$ cat config.mk
export PLATFORM = sky130hd
export DESIGN_NAME = armstrong_range_scanner
export DESIGN_NICKNAME = d
export VERILOG_FILES = /design/src/rtl/armstrong_pkg.sv /design/src/rtl/armstrong_digit_pow.sv /design/src/rtl/armstrong_range_scanner.sv
export SDC_FILE = /design/constraint.sdc
export NUM_CORES = 1
export LEC_CHECK = 0
export ABC_AREA = 1
export CORE_UTILIZATION = 50
export CTS_CLUSTER_SIZE = 40
export DETAILED_ROUTE_END_ITERATION = 12
export PLACE_DENSITY_LB_ADDON = 0.25
export RECOVER_POWER = 25
export SYNTH_ARGS = -nofsm -noshare
export SYNTH_HDL_FRONTEND = slang
export SYNTH_SLANG_ARGS = --single-unit
$ cat constraint.sdc
create_clock -name clk -period 6.7 [get_ports clk]
set_input_delay 1.34 -clock clk [delete_from_list [all_inputs] [get_ports clk]]
set_output_delay 1.34 -clock clk [all_outputs]
set_load 0.005 [all_outputs]
$ cat src/rtl/armstrong_pkg.sv
// Shared definitions for the Armstrong range scanner: FSM state codes,
// the decimal radix and width helpers for the digit/power datapath.
package armstrong_pkg;

    localparam int RADIX = 10;

    typedef logic [3:0] state_t;

    localparam state_t ST_IDLE  = 4'd0;
    localparam state_t ST_LOAD  = 4'd1;
    localparam state_t ST_COUNT = 4'd2;
    localparam state_t ST_DIGIT = 4'd3;
    localparam state_t ST_POW   = 4'd4;
    localparam state_t ST_CMP   = 4'd5;
    localparam state_t ST_EMIT  = 4'd6;
    localparam state_t ST_NEXT  = 4'd7;
    localparam state_t ST_FIN   = 4'd8;

    // Number of decimal digits needed for the largest WIDTH-bit value.
    function automatic int digits_of(input int width);
        longint v;
        int     d;
        v = (longint'(1) << width) - 1;
        d = 1;
        while (v >= RADIX) begin
            v = v / RADIX;
            d = d + 1;
        end
        return d;
    endfunction

    // 9**maxdig, the largest single digit power term.
    function automatic longint pow9_of(input int maxdig);
        longint p;
        p = 1;
        for (int i = 0; i < maxdig; i++) p = p * 9;
        return p;
    endfunction

    // Width of one power term.
    function automatic int poww_of(input int maxdig);
        return $clog2(pow9_of(maxdig) + 1);
    endfunction

    // Width of the digit-power sum; maxdig terms of at most 9**maxdig each.
    function automatic int sumw_of(input int maxdig);
        return $clog2(longint'(maxdig) * pow9_of(maxdig) + 1);
    endfunction

endpackage

$ cat src/rtl/armstrong_digit_pow.sv
// Iterative digit power unit: raises a decimal digit to a small exponent
// with one multiply per cycle. A start pulse loads base**1; each following
// cycle multiplies once more. 'last' flags the cycle whose 'prod' is the
// final base**power, so the caller can accumulate it without an extra cycle.
module armstrong_digit_pow
    import armstrong_pkg::*;
#(
    parameter int POWW = 13,
    parameter int NW   = 3
) (
    input  logic            clk,
    input  logic            rst,
    input  logic            start,
    input  logic [3:0]      base,
    input  logic [NW-1:0]   power,
    output logic [POWW-1:0] prod,
    output logic            last
);

    logic [POWW-1:0] pow;
    logic [3:0]      base_q;
    logic [NW-1:0]   cnt;

    assign prod = pow * POWW'(base_q);
    assign last = (cnt == NW'(1));

    // Remaining-multiply counter; the only control state in this unit.
    always_ff @(posedge clk) begin
        if (rst) begin
            cnt <= '0;
        end else if (start) begin
            cnt <= power - NW'(1);
        end else if (cnt != '0) begin
            cnt <= cnt - NW'(1);
        end
    end

    // Running power and the latched base; data path, not reset.
    always_ff @(posedge clk) begin
        if (start) begin
            pow    <= POWW'(base);
            base_q <= base;
        end else if (cnt != '0) begin
            pow    <= prod;
        end
    end

endmodule

$ cat src/rtl/armstrong_range_scanner.sv
// Sequential Armstrong-number scanner. A start pulse latches [lo, hi]; every
// candidate is checked by counting its digits, then summing digit**n one
// digit at a time through armstrong_digit_pow. Hits leave on a valid/ready
// stream and are counted in a saturating hit counter.
// Optional build macro ARM_SCAN_EARLY_EXIT_EN: abandon a candidate as soon
// as the partial sum exceeds it (same hits, fewer cycles).
module armstrong_range_scanner
    import armstrong_pkg::*;
#(
    parameter int WIDTH  = 10,
    parameter int MAXDIG = 4,
    parameter int CNTW   = 8
) (
    input  logic             clk,
    input  logic             rst,
    input  logic             start,
    input  logic [WIDTH-1:0] lo,
    input  logic [WIDTH-1:0] hi,
    output logic             busy,
    output logic             done,
    output logic             out_valid,
    input  logic             out_ready,
    output logic [WIDTH-1:0] out_num,
    output logic [CNTW-1:0]  hit_cnt
);

    localparam int SUMW = sumw_of(MAXDIG);
    localparam int POWW = poww_of(MAXDIG);
    localparam int NW   = $clog2(MAXDIG + 1);
    localparam int CW   = (SUMW > WIDTH) ? SUMW : WIDTH;
    localparam logic [WIDTH-1:0] RADIX_W = WIDTH'(RADIX);

    state_t           state;
    logic [WIDTH-1:0] lo_q, hi_q;
    logic [WIDTH-1:0] cand, cand_nxt, tmp, tmp_div;
    logic [3:0]       rem;
    logic [NW-1:0]    n;
    logic [SUMW-1:0]  sum, sum_dig, sum_pow;
    logic             first;
    logic             pw_start, pw_last;
    logic [POWW-1:0]  pw_prod;
    logic             exit_dig, exit_pow;

    assign tmp_div  = tmp / RADIX_W;
    assign rem      = 4'(tmp % RADIX_W);
    assign cand_nxt = first ? lo_q : cand + WIDTH'(1);
    assign sum_dig  = sum + SUMW'(rem);
    assign sum_pow  = sum + SUMW'(pw_prod);
    assign pw_start = (state == ST_DIGIT) && (n != NW'(1));

`ifdef ARM_SCAN_EARLY_EXIT_EN
    assign exit_dig = CW'(sum_dig) > CW'(cand);
    assign exit_pow = CW'(sum_pow) > CW'(cand);
`else
    assign exit_dig = 1'b0;
    assign exit_pow = 1'b0;
`endif

    assign busy      = (state != ST_IDLE) && (state != ST_FIN);
    assign done      = (state == ST_FIN);
    assign out_valid = (state == ST_EMIT);

    armstrong_digit_pow #(
        .POWW (POWW),
        .NW   (NW)
    ) u_pow (
        .clk   (clk),
        .rst   (rst),
        .start (pw_start),
        .base  (rem),
        .power (n),
        .prod  (pw_prod),
        .last  (pw_last)
    );

    // Scan sequencer: walks candidates, drives the digit loop, holds hits.
    always_ff @(posedge clk) begin
        if (rst) begin
            state   <= ST_IDLE;
            first   <= 1'b0;
            hit_cnt <= '0;
            out_num <= '0;
        end else begin
            case (state)
                ST_IDLE: begin
                    if (start) begin
                        lo_q    <= lo;
                        hi_q    <= hi;
                        hit_cnt <= '0;
                        first   <= 1'b1;
                        state   <= (lo > hi) ? ST_FIN : ST_LOAD;
                    end
                end
                ST_LOAD: begin
                    cand  <= cand_nxt;
                    tmp   <= cand_nxt;
                    n     <= '0;
                    sum   <= '0;
                    first <= 1'b0;
                    state <= ST_COUNT;
                end
                ST_COUNT: begin
                    // A zero candidate still counts as one digit.
                    n <= n + NW'(1);
                    if (tmp_div == '0) begin
                        tmp   <= cand;
                        state <= ST_DIGIT;
                    end else begin
                        tmp   <= tmp_div;
                    end
                end
                ST_DIGIT: begin
                    tmp <= tmp_div;
                    if (n == NW'(1)) begin
                        sum <= sum_dig;
                        if (exit_dig)
                            state <= ST_NEXT;
                        else
                            state <= (tmp_div != '0) ? ST_DIGIT : ST_CMP;
                    end else begin
                        state <= ST_POW;
                    end
                end
                ST_POW: begin
                    if (pw_last) begin
                        sum <= sum_pow;
                        if (exit_pow)
                            state <= ST_NEXT;
                        else
                            state <= (tmp != '0) ? ST_DIGIT : ST_CMP;
                    end
                end
                ST_CMP: begin
                    if (CW'(sum) == CW'(cand)) begin
                        out_num <= cand;
                        state   <= ST_EMIT;
                    end else begin
                        state   <= ST_NEXT;
                    end
                end
                ST_EMIT: begin
                    if (out_ready) begin
                        if (hit_cnt != '1) hit_cnt <= hit_cnt + CNTW'(1);
                        state <= ST_NEXT;
                    end
                end
                ST_NEXT: begin
                    // Stop on hi before incrementing so the candidate never wraps.
                    state <= (cand == hi_q) ? ST_FIN : ST_LOAD;
                end
                ST_FIN: begin
                    state <= ST_IDLE;
                end
                default: begin
                    state <= ST_IDLE;
                end
            endcase
        end
    end

endmodule

# Word-level counts from Yosys, hierarchy flattened
# Cells that the tools add are included.
# op_classes
n_addsub	7
multipliers	1
n_div	2
magnitude_cmp	1
eq_ne	21
mux	28
bitwise	1
reduce_logical	23
# ops
cell	n
$pmux 15 s3	1
$mux 4	8
$pmux 4 s8	1
$mux 15	2
$pmux 10 s3	1
$mux 8	3
$mux 10	2
$reduce_bool 10->1	2
$eq 4x3->1 const B	4
$pmux 8 s2	1
$add 15x13->15	1
$add 15x4->15	1
$eq 15x10->1	1
$mux 3	5
$mul 13x4->13	1
$reduce_and 4->1	3
$add 10x1->10 const B	1
$div 10x4->10 const B	1
$eq 10x10->1	1
$gt 10x10->1	1
$logic_not 10->1	1
$mod 10x4->10 const B	1
$reduce_and 2->1	5
$reduce_bool 3->1	3
21 further kinds	33
# totals
reg_bits	101
input_bits	24
out_inout_bits	21
word_cells	98

# Longest topological paths before layout
# Gate-level depths: netlist (run 1).
# depth
ltp_word	5
ltp_mapped	52
mapped_depth_nobuf	52

# Modules after synthesis
# A second synthesis (run 1) with hierarchy kept.
# hier_totals
cells_unflattened	1010
area_unflattened_um2	7621.1
# modules_own_cells
module	n_inst	cells_per_inst	area_each_um2	seq_area_each_um2
armstrong_range_scanner	1	680	5358.9	2202.1
armstrong_digit_pow	1	330	2262.2	480.5

# Least setup slack after synthesis (run 1)
# OpenSTA, ideal clock, no wires.
# synth_timing
kind	register to register
start	reg tmp[8]
end	reg sum[13], data pin
arrival_ps	4628
required_time_ps	6428
setup_slack_ps	1800
path_stages_with_launch	50
n_path_buf	0
synth_period_minus_slack_ps	4900
cell_sequence	edfxtp_1 nor2_2 nand2_2 a21o_1 nand2_1 nand2_2 nand2_4 nand3_1 nand2_2 inv_2 nand2_2 nand3_2 nand2_2 nand2_2 nand2_2 nand2_2 nand2_1 nand2_2 (+14 left out) inv_1 nand2_1 inv_1 nor2_1 nor2_1 nor2_1 o21ai_0 nand3_1 nand2_1 nand3_1 nand2_1 nand2_1 inv_1 o21ai_0 nand2_1 xor2_1 inv_1 nor2_1
# synth_between
elab_chain_cells	4
# synth_rtl
element	line_no	rtl
from (decl)	armstrong_range_scanner.sv:35	logic [WIDTH-1:0] cand, cand_nxt, tmp, tmp_div;
from (signal assigned)	armstrong_range_scanner.sv:96	tmp <= cand_nxt;
from (signal assigned)	armstrong_range_scanner.sv:106	tmp <= cand;
from (signal assigned)	armstrong_range_scanner.sv:109	tmp <= tmp_div;
$mod 10x4->10	armstrong_range_scanner.sv:45	assign rem = 4'(tmp % RADIX_W);
$add 15x4->15	armstrong_range_scanner.sv:47	assign sum_dig = sum + SUMW'(rem);
$mux 15	armstrong_range_scanner.sv:114	if (n == NW'(1)) begin
$pmux 15 s3	armstrong_range_scanner.sv:84	case (state)
to (signal assigned)	armstrong_range_scanner.sv:115	sum <= sum_dig;
to (signal assigned)	armstrong_range_scanner.sv:126	sum <= sum_pow;
to (decl)	armstrong_range_scanner.sv:38	logic [SUMW-1:0] sum, sum_dig, sum_pow;
# Every way passes these cells. The select of a mux whose other input is x is not followed.
# A chain may end at the register's enable or synchronous reset.

# Worst setup path in the final report (run 1)
# layout_timing
start	reg tmp[7]
end	reg sum[14], data pin
# layout_between
elab_chain_cells	4
# layout_rtl
element	line_no	rtl
$mod 10x4->10	armstrong_range_scanner.sv:45	
net rem[1]	armstrong_range_scanner.sv:36	logic [3:0] rem;
$add 15x4->15	armstrong_range_scanner.sv:47	
$mux 15	armstrong_range_scanner.sv:114	
$pmux 15 s3	armstrong_range_scanner.sv:84	
# The timed path passes the listed nets, and every way through them passes these cells. The select of a mux whose other input is x is not followed.

==> results of run 1 <==
==> Yosys cell counts, drive strengths merged <==
cell,number
a211oi,7
or2,5
fa,20
nor3,17
o21ai,60
o32ai,1
o21a,1
buf,2
nand2,219
ha,45
o22ai,4
clkbuf,15
a21oi,51
nand3b,1
nor2,74
o31ai,6
nor3b,2
a221oi,1
o41ai,1
a22o,1
a31oi,3
nor4,4
o21bai,1
xor2,18
xnor2,16
and3,1
o2111ai,1
a21boi,1
nor4b,1
dfxtp,35
inv,150
nand3,47
nand4,9
clkinv,1
a32oi,1
a21o,3
edfxtp,66
o211ai,4
==> through the flow <==
stage | area (um^2) | util
6_report | 8010 | 0.577
2_1_floorplan | 7120 | -
3_5_place_dp | 7730 | 0.557
4_1_cts | 8010 | 0.577
5_1_grt | 8010 | 0.577
3_3_place_gp | 7730 | 0.557
==> power breakdown <==
| group | internal (mW) | switching, mW | total (mW) |
|---|---|---|---|
| clock network | 0.254 | 0.243 | 0.497 |
| logic | 0.690 | 1.20 | 1.89 |
| registers | 0.835 | 0.117 | 0.952 |
| total | 1.78 | 1.56 | 3.34 |
==> area by class of cell <==
type / instances / area, um^2 / share of cell area
Multi-Input combinational cell: 626 / 3800 / 0.475
Sequential cell: 101 / 2680 / 0.335
Inverter: 151 / 567 / 0.0708
Timing Repair Buffer: 46 / 452 / 0.0564
Clock buffer: 9 / 225 / 0.0281
Tap cell: 180 / 225 / 0.0281
Clock inverter: 7 / 50.0 / 0.00625
==> per-layer routing <==
| metal | vias up | track usage |
|---|---|---|
| met2 | 125 | 0.396 |
| met5 | - | 0 |
| met3 | 27 | 0.0348 |
| met1 | 2731 | 0.304 |
| met4 | 0 | 0.0818 |
| li1 | 3016 | - |
==> tightest hold or removal path, delay by kind of cell, from the launching register on <==
kind	cells	cell delay, ns
AOI/OAI and AO/OA	1	0.05
buffers and inverters	1	0.05
DFF	1	0.31
==> worst paths after layout <==
kind	end	start
hold reg to reg	out_num[3]	out_num[3]
setup reg to reg	sum[14]	tmp[7]
hold / removal	out_num[3]	out_num[3]
setup / recovery	sum[14]	tmp[7]
==> registers in the layout (all words and copies together), names as in the netlist <==
name	flops
n	3
u_pow.pow	13
tmp	10
hit_cnt	8
u_pow.cnt	3
sum	15
u_pow.base_q	4
first	1
hi_q	10
state	4
lo_q	10
cand	10
out_num	10
==> cell families after synthesis <==
| group | after synthesis |
|---|---|
| compound gates | 147 |
| xor+xnor | 34 |
| fa+ha+maj | 65 |
| buf+inv | 168 |
| flops | 101 |
| simple gates | 380 |
==> flow_summary.toml, run 1 <==
[outcome]
status = "completed"

[power_and_ir_drop]
leakage_nw = 3.64
total_power_mw = 3.34
ir_worst_vdd_mv = 0.191
power_density_nw_per_um2 = 417

[synth]
synth_top_family_by_area = "simple AND/OR/NAND/NOR gates"
yosysUniqueCellTypes = 50
synth_area_leader_cell = "edfxtp_1"
synthTopCellsByArea = "edfxtp_1 28%, nand2_1 11%, dfxtp_1 9.8%"
avgSynthCellArea_um2 = 7.95
ys_seq_elements = 101
synthSimpleGateAreaFrac = 0.236
synth_xor_area_frac = 0.0429
synth-adder-area-share = 0.135
syn_nets = 984
synthCells = 895
synth.cell_area_um2 = 7120
synth_mux_area_frac = 0
synth_top_area_frac = 0.278
synth_compound_area_frac = 0.119
yosys_warnings = 0
yosysSeqAreaShare = 0.377

[timing]
setup_viol = 0
worst_slack_ns = 1.06
period_share = 0.841
tightest_slew_ns = 1.12
maxSlewViolCount = 0
slew_headroom = 0.252
finClkSkew_ns = 0.00490
period_needed_ns = 5.64
tns_ns = 0
fmax_mhz = 177
hold_ws_ns = 0.451
grt_setup_unrepaired = "false"
hold_violations = 0

[clock_network]
root_buffer = "clkbuf_16"
cts_hold_buf = 0
htree_levels = 3
ctsResizeCount = 0
cts.sinks = 101
clk_path_buf_depth = 2
cts_tree = "built"
clock_latency_ns = 0.35
postCtsSetupBuffers = 0
clkTransAtPathRegs_ns = 0.07
cts_inserted_buffers = 9

[critical_path]
critical_path.max_stage_delay_ns = 0.48
worst-path-buf-inv = 2
arrival_ns = 5.84
cp_max_fo = 6
crit_path_top_delay_cell = "edfxtp_1"
r2r_setup_slack_ns = 1.06
path_class = "flop to flop"
cp-start-kind = "flop"
r2r_cells = 45
endpoint_kind = "flop"
worst-path-stages = 45
critPathTopFamily = "simple AND/OR/NAND/NOR gates"
cp.required_ns = 6.90

[drt]
dr_wl_met3_um = 595
drt-total-wl_um = 15600
maxUsedRoutingLayer = "met4"
drc = 0
drtIter0Drc = 430
wl_met2_um = 7290
vias = 5899
drt-met1-wl_um = 7390
ant_nets = 0
vias_per_cell = 5.27
first_pass_iters = 5
routedWlPerCell_um = 13.9

[grt]
antenna_found_initial = 0
grt_max_degree = 21
grt_overflow = 0
grt_pass1_wl_um = 27100
first_global_vias = 5854
track_usage = 0.234

[final_layout]
final_common_cell = "nand2_1"
layout-drive-gt1-share = 0.0691
fill_cells = 1289
areaGrowthSynthToFinish_pct = 12.4
nets = 1024
fin_cells = 1120
mostFrequentLayoutCells = "200 x nand2_1, 142 x inv_1, 71 x nor2_1"
diodes = 0

[floorplan]
start_util = 0.513
fp.dieArea_um2 = 14700
core_um2 = 13900
rows = 43
die_x_um = 121
top_level_ports = 45
fp.dieH_um = 121

[placement]
port_buffers = 44
gp_congestion = 0.931
place_ws_ns = 1.17
dp_cells = 1104
place_hpwl_um = 12100

[worst_hold_path]
hold_depth = 2
hp-class = "flop to flop"

[job]
cap_violations = 0
Note: power is estimated with default switching activity, not from simulation.
==> run 2: changes to the inputs <==
- clock period: 6.7 -> 5.85 ns (I/O delays scaled with it)
==> run 2 against run 1 <==
  * Utilization is 0.52 points higher
  * Via count down 0.53%
  * Hold slack about the same
  * Final cell count grew 0.36%
  * Sequential share of layout area decreased by 0.30 points
  * Critical path depth rose by 2
  * Global-route usage fell by 0.48 points
  * Highest routed layer unchanged
  * Combinational power up 17%
  * Largest power group unchanged
  * Clock power grew 22%
  * Setup slack worse by 0.54 ns
  * Count of clock-buffer cells in the layout grew 1
==> flow_summary.toml, run 2 (synthesized netlist as in run 1, its figures left out) <==
[drt]
vias = 5868
drtIter0Drc = 348
routedWlPerCell_um = 13.9
first_pass_iters = 5
ant_nets = 0
drt-total-wl_um = 15600
vias_per_cell = 5.22
drc = 0

[critical_path]
endpoint_kind = "flop"
arrival_ns = 5.41
cp_max_fo = 6
r2r_setup_slack_ns = 0.53
critical_path.max_stage_delay_ns = 0.49
crit_path_top_delay_cell = "edfxtp_1"
crit_top_cell = "nand2_1"
worst-path-stages = 47
critPathTopFamily = "simple AND/OR/NAND/NOR gates"
worst-path-buf-inv = 6
r2r_cells = 47
cp-start-kind = "flop"
path_class = "flop to flop"
cp.required_ns = 5.93

[final_layout]
areaGrowthSynthToFinish_pct = 13.5
final_common_cell = "nand2_1"
fill_cells = 1319
mostFrequentLayoutCells = "198 x nand2_1, 142 x inv_1, 70 x nor2_1"
post-route-util = 0.582
largestRegisters = "sum x15, u_pow.pow x13"
largest_reg_flops = 15
multi_input_area_um2 = 3830
top_register = "sum"
layout-drive-gt1-share = 0.0784
final-seq-area_um2 = 2680
nets = 1028
diodes = 0

[worst_hold_path]
hp-class = "flop to flop"
hold_depth = 2

[grt]
use_met2 = 0.380
grt_max_degree = 21
grt_pass1_wl_um = 26500
first_global_vias = 5672
grt_overflow = 0
grt.met3_usage = 0.0428
use_met1 = 0.302
busiest_layer = "met2"
track_usage = 0.229
antenna_found_initial = 0

[floorplan]
fp.dieH_um = 121
core_um2 = 13900
top_level_ports = 45
rows = 43
fp.dieArea_um2 = 14700
die_x_um = 121
start_util = 0.513

[clock_network]
root_buffer = "clkbuf_16"
clk_path_buf_depth = 2
clock_latency_ns = 0.36
clkTransAtPathRegs_ns = 0.07
cts_inserted_buffers = 9
cts_hold_buf = 0
cts_tree = "built"
htree_levels = 3
cts.sinks = 101

[timing]
period_share = 0.910
slew_headroom = 0.227
fmax_mhz = 188
tightest_slew_ns = 1.15
hold_violations = 0
setup_viol = 0
finClkSkew_ns = 0.00856
period_needed_ns = 5.32
maxSlewViolCount = 0

[placement]
place_hpwl_um = 11900
port_buffers = 44
gp_congestion = 0.930

[power_and_ir_drop]
ir_worst_vdd_mv = 0.196
power_density_nw_per_um2 = 485
total_power_mw = 3.92
leakage_nw = 3.66

[job]
cap_violations = 0

[outcome]
status = "completed"
run 2: cell types whose count changed in the layout (fill, tap and decap cells not counted), moves of 2 or more:
| cell | previous run | this run |
|---|---|---|
| o21ai_0 | 55 | 51 |
| clkinvlp_4 | 0 | 2 |
| clkbuf_1 | 1 | 3 |
| clkinv_4 | 2 | 0 |
| nand2_1 | 200 | 198 |
| buf_4 | 1 | 4 |
| o21ai_2 | 1 | 4 |
| nand2_2 | 15 | 17 |
run 2: metrics by stage:
stage | instances | setup TNS, ns | hold slack, ns | worst slack [ns] | cell area [um^2]
floorplan | 895 | 0 | 0.428 | 0.950 | 7120
global placement | 1104 | 0 | 0.442 | 0.558 | 7730
CTS | 1120 | 0 | 0.454 | 0.303 | 8030
finish | 1124 | 0 | 0.451 | 0.526 | 8080
detailed placement | 1104 | 0 | 0.440 | 0.335 | 7730
global route | 1124 | -0.0607 | 0.479 | -0.0309 | 8080
run 2: worst paths after layout:
kind / start / end
min: out_num[7] / out_num[7]
max: tmp[7] / sum[13]
min reg2reg: out_num[7] / out_num[7]
max reg2reg: tmp[7] / sum[13]
run 2: what timing repair did:
item / in CTS / in global routing
gates resized for setup: 0 / 14
setup buffers: 0 / 4
endpoints found under the setup margin: 0 / 4
run 2: final cells by class:
type | instances | area share
multi-input combinational | 626 | 0.475
clock inverter | 6 | 0.00774
timing repair buffer | 50 | 0.0592
clock buffer | 10 | 0.0283
tap | 180 | 0.0279
inverter | 151 | 0.0702
sequential | 101 | 0.332
run 2: where the power goes:
group | total [mW] | internal, mW | switching [mW]
Clock | 0.604 | 0.331 | 0.273
Sequential | 1.09 | 0.957 | 0.136
Combinational | 2.22 | 0.825 | 1.40
Total | 3.92 | 2.11 | 1.81
run 2: worst min-delay path, cell delays in order, from the launching register on:
cell     delay, ns
dfxtp_1       0.31
inv_1         0.05
a21oi_1       0.05
run 2: metal layers:
metal,vias up,wire length [um],part of all wire
li1,3019,-,-
met1,2716,7390,0.47
met2,113,7350,0.47
met3,20,658,0.042
met5,-,0,0
met4,0,249,0.016
